File: src/rtl/segment_sequencer.sv
// rtl/segment_sequencer.sv - walks a segment ROM, restarts line_drawer per segment and forwards its pixels
// as colour-tagged framebuffer writes; one start pulse draws the whole list.
module segment_sequencer #(
   parameter int NUM_SEGS = 64,
   parameter int AW       = 6,
   parameter int WE_DELAY = 6
) (
   input  logic          clk,
   input  logic          reset,
   input  logic          start_i,
   output logic          busy_o,
   output logic          frame_done_o,
   output logic [AW-1:0] seg_addr_o,
   input  logic [47:0]   seg_data_i,
   output logic          ld_reset_o,
   output logic [10:0]   ld_x0_o,
   output logic [10:0]   ld_y0_o,
   output logic [10:0]   ld_x1_o,
   output logic [10:0]   ld_y1_o,
   input  logic [10:0]   ld_x_i,
   input  logic [10:0]   ld_y_i,
   input  logic          ld_done_i,
   output logic [10:0]   pix_x_o,
   output logic [10:0]   pix_y_o,
   output logic [3:0]    pix_colour_o,
   output logic          pix_we_o
);

   localparam int LAST_SEG_I = (NUM_SEGS > 0) ? NUM_SEGS - 1 : 0;
   localparam int LAST_DLY_I = (WE_DELAY > 0) ? WE_DELAY - 1 : 0;
   localparam int DW         = (WE_DELAY > 1) ? $clog2(WE_DELAY) : 1;

   localparam logic [AW:0]   LAST_SEG = (AW + 1)'(LAST_SEG_I);
   localparam logic [AW:0]   IDX_ONE  = (AW + 1)'(1);
   localparam logic [AW-1:0] ADDR_ONE = AW'(1);
   localparam logic [DW-1:0] LAST_DLY = DW'(LAST_DLY_I);
   localparam logic [DW-1:0] DLY_ONE  = DW'(1);

   typedef enum logic [2:0] {
      S_IDLE,
      S_FETCH,
      S_LATCH,
      S_SETTLE,
      S_DRAW,
      S_DONE
   } state_t;

   state_t        state_q, state_d;
   logic [AW:0]   seg_idx_q, seg_idx_d;
   logic [AW-1:0] seg_addr_q, seg_addr_d;
   logic [DW-1:0] dly_q, dly_d;
   logic          busy_q, busy_d;
   logic          frame_done_q, frame_done_d;
   logic [10:0]   x0_q, x0_d;
   logic [10:0]   y0_q, y0_d;
   logic [10:0]   x1_q, x1_d;
   logic [10:0]   y1_q, y1_d;
   logic [3:0]    colour_q, colour_d;
   logic [10:0]   pix_x_q, pix_x_d;
   logic [10:0]   pix_y_q, pix_y_d;
   logic          pix_we_q, pix_we_d;

   always_ff @(posedge clk) begin
      if (reset) begin
         state_q      <= S_IDLE;
         seg_idx_q    <= '0;
         seg_addr_q   <= '0;
         dly_q        <= '0;
         busy_q       <= 1'b0;
         frame_done_q <= 1'b0;
         x0_q         <= '0;
         y0_q         <= '0;
         x1_q         <= '0;
         y1_q         <= '0;
         colour_q     <= '0;
         pix_x_q      <= '0;
         pix_y_q      <= '0;
         pix_we_q     <= 1'b0;
      end else begin
         state_q      <= state_d;
         seg_idx_q    <= seg_idx_d;
         seg_addr_q   <= seg_addr_d;
         dly_q        <= dly_d;
         busy_q       <= busy_d;
         frame_done_q <= frame_done_d;
         x0_q         <= x0_d;
         y0_q         <= y0_d;
         x1_q         <= x1_d;
         y1_q         <= y1_d;
         colour_q     <= colour_d;
         pix_x_q      <= pix_x_d;
         pix_y_q      <= pix_y_d;
         pix_we_q     <= pix_we_d;
      end
   end

   always_comb begin
      state_d      = state_q;
      seg_idx_d    = seg_idx_q;
      seg_addr_d   = seg_addr_q;
      dly_d        = dly_q;
      busy_d       = busy_q;
      frame_done_d = 1'b0;
      x0_d         = x0_q;
      y0_d         = y0_q;
      x1_d         = x1_q;
      y1_d         = y1_q;
      colour_d     = colour_q;
      pix_x_d      = pix_x_q;
      pix_y_d      = pix_y_q;
      pix_we_d     = 1'b0;
      ld_reset_o   = 1'b1;

      case (state_q)
         S_IDLE: begin
            if (start_i) begin
               seg_idx_d  = '0;
               seg_addr_d = '0;
               busy_d     = 1'b1;
               state_d    = (NUM_SEGS == 0) ? S_DONE : S_FETCH;
            end
         end
         S_FETCH: begin
            state_d = S_LATCH;
         end
         S_LATCH: begin
            x0_d     = seg_data_i[47:37];
            y0_d     = seg_data_i[36:26];
            x1_d     = seg_data_i[25:15];
            y1_d     = seg_data_i[14:4];
            colour_d = seg_data_i[3:0];
            dly_d    = '0;
            state_d  = S_SETTLE;
         end
         S_SETTLE: begin
            ld_reset_o = 1'b0;
            if (dly_q == LAST_DLY) begin
               state_d = S_DRAW;
            end else begin
               dly_d = dly_q + DLY_ONE;
            end
         end
         S_DRAW: begin
            // The done cycle is not written, so the next segment's colour never meets a stale coordinate.
            ld_reset_o = 1'b0;
            pix_x_d    = ld_x_i;
            pix_y_d    = ld_y_i;
            pix_we_d   = ~ld_done_i;
            if (ld_done_i) begin
               if (seg_idx_q == LAST_SEG) begin
                  state_d = S_DONE;
               end else begin
                  seg_idx_d  = seg_idx_q + IDX_ONE;
                  seg_addr_d = seg_addr_q + ADDR_ONE;
                  state_d    = S_FETCH;
               end
            end
         end
         S_DONE: begin
            frame_done_d = 1'b1;
            busy_d       = 1'b0;
            state_d      = S_IDLE;
         end
         default: begin
            state_d = S_IDLE;
         end
      endcase
   end

   assign busy_o       = busy_q;
   assign frame_done_o = frame_done_q;
   assign seg_addr_o   = seg_addr_q;
   assign ld_x0_o      = x0_q;
   assign ld_y0_o      = y0_q;
   assign ld_x1_o      = x1_q;
   assign ld_y1_o      = y1_q;
   assign pix_x_o      = pix_x_q;
   assign pix_y_o      = pix_y_q;
   assign pix_colour_o = colour_q;
   assign pix_we_o     = pix_we_q;

endmodule

File: config.mk
export PLATFORM = sky130hd
export DESIGN_NAME = segment_sequencer
export DESIGN_NICKNAME = d
export VERILOG_FILES = /design/src/rtl/segment_sequencer.sv
export SDC_FILE = /design/constraint.sdc
export NUM_CORES = 1
export LEC_CHECK = 0
export BUFFER_PORTS_ARGS = -buffer_cell sky130_fd_sc_hd__buf_2
export CORE_ASPECT_RATIO = 0.75
export CORE_MARGIN = 2
export CORE_UTILIZATION = 32
export CTS_CLUSTER_DIAMETER = 120
export CTS_CLUSTER_SIZE = 24
export DETAILED_ROUTE_END_ITERATION = 10
export GPL_TIMING_DRIVEN = 0
export PLACE_DENSITY_LB_ADDON = 0.3
export SLEW_MARGIN = 20
export SYNTH_ARGS = -nofsm -noshare
export SYNTH_HDL_FRONTEND = slang
export SYNTH_SLANG_ARGS = --single-unit
File: constraint.sdc
create_clock -name clk -period 2.35 [get_ports clk]
set_clock_uncertainty 0.15 [all_clocks]
set_input_delay 0.1175 -clock clk [delete_from_list [all_inputs] [get_ports clk]]
set_output_delay 0.1175 -clock clk [all_outputs]
set_load 0.03 [all_outputs]
### Word-level counts from Yosys, hierarchy flattened

Cells that the tools add are included.
W data, S select, Z words.

| storage, ports and cells | value |
|---|---|
| word-level logic and storage cells | 60 |
| flip-flop bits (word level) | 92 |
| input bits | 74 |

| operators by class | value |
|---|---|
| multiplexer cells | 19 |
| reduce and logical (&&, ||, !) cells | 10 |
| bitwise logic cells | 2 |
| eq/ne operators | 12 |
| add/subtract/negate cells | 3 |

Operators by type and width:

| kind | count |
|---|---|
| $mux W7 | 3 |
| $mux W6 | 3 |
| $mux W3 | 5 |
| $pmux W3 S5 | 1 |
| $pmux W7 S2 | 1 |
| $pmux W6 S2 | 1 |
| $ne A2 B2 Y1 const B | 5 |
| $eq A3 B3 Y1 const B | 3 |
| $add A7 B1 Y7 const B | 1 |
| $eq A7 B6 Y1 const B | 1 |
| $add A6 B1 Y6 const B | 1 |
| $eq A3 B2 Y1 const B | 2 |
| $pmux W3 S2 | 1 |
| $reduce_bool A2 Y1 | 3 |
| $reduce_and A2 Y1 | 2 |
| $reduce_and A4 Y1 | 1 |
| $reduce_or A2 Y1 | 2 |
| $add A3 B1 Y3 const B | 1 |
| $eq A3 B1 Y1 const B | 1 |
| $logic_not A3 Y1 | 1 |
| $mux W1 | 3 |
| $reduce_and A3 Y1 | 1 |
| $not A1 Y1 | 2 |
| $pmux W1 S2 | 1 |

### Logic depth before layout (Yosys ltp)

| logic depth | value |
|---|---|
| depth after elaboration | 4 |
| mapped depth | 7 |
| gate-level depth less buffers | 6 |

### Worst setup path before layout

Ideal clock, no wire load.

| timing path | value |
|---|---|
| kind | reg2reg |
| from | register state_q[1] |
| to | register seg_idx_q[5] |
| setup time | 0.070 ns |
| cell stages (with the launch flop) | 7 |
| period minus slack after synthesis | 2.058 ns |
| required time | 2.130 ns |
| setup slack | 0.292 ns |
| buffers on the path | 2 |
| arrival | 1.838 ns |
| cell sequence | dfxtp_1 buf_6 or3b_1 buf_6 a211oi_4 or4b_1 a21oi_1 |

| between the ends | value |
|---|---|
| word-level cells in the longest chain between the ends | 3 |
| elaborated cells between the ends (all ways) | 8 |
| classes of those cells | 4 x eq/ne; 1 x mux; 3 x reduce/logical |

Ends and longest elaborated chain:

| element | line | RTL |
|---|---|---|
| from (decl) | 48 | `state_t state_q, state_d;` |
| from (signal assigned) | 80 | `state_q <= state_d;` |
| $eq A3 B3 Y1 or $logic_not A3 Y1 (tied branches) | 114 | `case (state_q)` |
| $ne A2 B2 Y1 (no source line) or $reduce_bool A2 Y1 (tied branches) | -- |  |
| $reduce_and A4 Y1 (no source line) | -- |  |
| to (signal assigned) | 81 | `seg_idx_q <= seg_idx_d;` |
| to (decl) | 49 | `logic [AW:0] seg_idx_q, seg_idx_d;` |

Several ways; a longest one is shown, not always the timed one.
A chain may end at the register's enable or synchronous reset.

### Worst setup path in the final report

| timing path | value |
|---|---|
| from | register state_q[2] |
| to | register x0_q[9] (netlist: ld_x0_o[9]) |

| between the ends | value |
|---|---|
| word-level cells in the longest chain between the ends | 1 |

Ends and longest elaborated chain:

| element | line | RTL |
|---|---|---|
| $eq A3 B2 Y1 | 114 |  |
| to (signal assigned) | 71 | `x0_q <= '0;` |
| to (signal assigned) | 86 | `x0_q <= x0_d;` |
| to (decl) | 54 | `logic [10:0] x0_q, x0_d;` |

No other way between the ends.

==> flow_summary_export.csv <==
group,metric,value,unit
finish,layout.nets,742,
floorplanning,die_height,93.9,um
drt,initialDrtViolationCount,146,
floorplanning,io_pins,154,
yosys,synth.area.mux_share,0.00870,
clock_network,cts_tree,"done",
timing,fin_crit_sh,0.920,
pwr,power.density,710,nW/um^2
yosys,synth_common_cells,"nand2_1, dfxtp_1, a21oi_1",
setup_path,critical_path.endpoint_type,"flip-flop",
timing,max_freq,0.462,GHz
finish,fillers,981,
drt,vias,3758,
yosys,synth_compound_area_frac,0.169,
yosys,synthAdderAreaFrac,0.0145,
setup_path,critPathKind,"reg2reg",
yosys,ys_seq_elements,92,
drt,drc_errors,0,
setup_path,r2r_slack,190,ps
clock_network,cts_max_level,3,
setup_path,required,2390,ps
placement,place_congestion,0.791,
timing,hold_viol_final,0,
clock_network,clock_sinks,92,
floorplanning,row_count,32,
drt,wirelength,10600,um
drt,viasPerCell,4.66,
drt,drt_pass1_iterations,4,
clock_network,clk_path_buf_depth,2,
yosys,ys_seq_area_frac,0.534,
yosys,synth_area_leaders,"dfxtp_1, nand2_1, a21oi_1",
yosys,syn-cell-area,3450,sq um
yosys,synth_xor_area_frac,0.00254,
yosys,synthFlopType,"dfxtp_1",
yosys,synth_top_family_by_area,"simple AND/OR/NAND/NOR gates",
yosys,synthesis.nets,506,
timing,relSlewSlack,0.513,
pwr,power,3.86,mW
pwr,p_leak,2.37,nW
timing,post-route-min-period,2160,ps
timing,tightest_slew,726,ps
floorplanning,die_area,11600,sq um
finish,final_util,0.523,
min_path,worstHoldPathType,"in2reg",
yosys,syn_avg_cell_area,8.06,sq um
timing,setup_viol,0,
yosys,yosys.area.top_type,"dfxtp_1",
setup_path,crit_fanout,10,
timing,final-max-slew-violation-count,0,
floorplanning,dieWidth,124,um
yosys,yosysWarnings,0,
yosys,synth_top_area_share,0.534,
finish,fin_area,5450,sq um
grt,grt_pass1_vias,3507,
timing,setup_tns,0,ps
setup_path,crit_arrival,2200,ps
yosys,yosys.area_share.simple,0.231,
drt,wl_per_cell,13.2,um
grt,grt-ovfl-total,0,
setup_path,startpoint_type,"flip-flop",
floorplanning,initial_core_util,0.331,
yosys,synth_edf_count,0,
timing,hold_ws,30.0,ps
clock_network,path_clk_slew,60,ps
yosys,synth_cell_types,36,
placement,dp_hpwl,7080,um
placement,placed_cell_area,4380,sq um
grt,grt_pass1_wl,16300,um
pwr,ir_worst_vdd,0.393,mV
yosys,synth_most_common_cell,"nand2_1",
finish,drive_gt1_frac,0.272,
timing,grt_setup_unrepaired,"no",
placement,port_buffers,152,
grt,antenna_found_initial,0,
clock_network,cts_root_buf,"clkbuf_16",
finish,area_growth,57.8,%
yosys,syn_inst,428,
run,drv_cap,0,
floorplanning,placeableCoreArea,10400,sq um
run_status,status,"completed",
yosys,postSynth.asyncResetShare,0,
clock_network,clock_latency,330,ps
clock_network,cts_buffers,9,
drt,ant_nets,0,
grt,grt_max_degree,15,
grt,grt_usage,0.180,
## sequential cells by signal (all words and copies together) (netlist names)
register / flops
ld_x0_o: 11
ld_x1_o: 11
ld_y0_o: 11
ld_y1_o: 11
pix_x_o: 11
pix_y_o: 11
seg_idx_q: 7
seg_addr_o: 6
pix_colour_o: 4
dly_q: 3
state_q: 3
busy_o: 1
frame_done_o: 1
pix_we_o: 1
## cell type report
class / count / area (sq um) / share of cell area
multi-input cells: 303 / 1480 / 0.272
well taps: 136 / 170 / 0.0312
clock inverters: 4 / 72.6 / 0.0133
plain buffers: 31 / 140 / 0.0257
clock buffers: 12 / 246 / 0.0453
flip-flops and latches: 92 / 1840 / 0.338
inverters: 2 / 7.51 / 0.00138
repair buffers: 225 / 1490 / 0.273
diodes: 1 / 2.50 / 0.000459
## cell families (layout without fill, tap and decap cells)
family	count (synthesis)	count (layout)
xor+xnor	1	1
buf+inv	33	274
compound gates	104	104
simple gates	191	191
fa+ha+maj	4	4
mux	3	3
flops	92	92
other cells	0	1
## through the flow
stage	setup slack, ps	std cells
detailed placement	-132	716
finish	187	806
CTS	48.2	803
global route	69.0	805
floorplan	292	428
global placement	-113	716
## final timing paths
check	start	end	cells after the start
max	state_q[2]	ld_x0_o[9]	7
min	start_i	busy_o	4
max reg2reg	state_q[2]	ld_x0_o[9]	7
min reg2reg	ld_x1_o[0]	ld_x1_o[0]	2
## cell usage in the layout (no fill, tap or decap), drive strengths merged, types with 6 or more instances in the layout
cell type,n
dlygate4sd3,71
o21ai,6
dfxtp,92
buf,160
nor2,11
nand2,149
nor3,7
clkbuf,37
a21oi,83
nand3,7
## worst max-delay path, stage by stage (launching register included)
cell and delay (ps):
dfxtp_1 330, clkbuf_2 190, or3b_2 480, clkbuf_1 210, clkbuf_2 250, buf_2 230
nand2_1 100, a21oi_1 80
## power breakdown
| part | internal (mW) | switching [mW] | total, mW |
|---|---|---|---|
| Clock | 0.959 | 0.564 | 1.52 |
| Sequential | 1.64 | 0.0380 | 1.67 |
| Combinational | 0.261 | 0.406 | 0.667 |
| Total | 2.86 | 1.01 | 3.86 |
## repair_timing
action / 4_1_cts / 5_1_grt
endpoints found under the hold margin: 71 / 0
hold buffers: 71 / 0
gates resized for setup: 5 / 4
buffers inserted: 0 / 2
setup endpoints to repair: 28 / 30
pin swaps: 0 / 1
## per-layer routing
layer | GRT usage | share of wire | vias up
met5 | 0 | 0 | -
met4 | 0.0609 | 0.019 | 0
met3 | 0.0546 | 0.070 | 17
met2 | 0.299 | 0.45 | 129
met1 | 0.220 | 0.46 | 1717
li1 | - | - | 1895
Note: power is estimated with default switching activity, not from simulation.
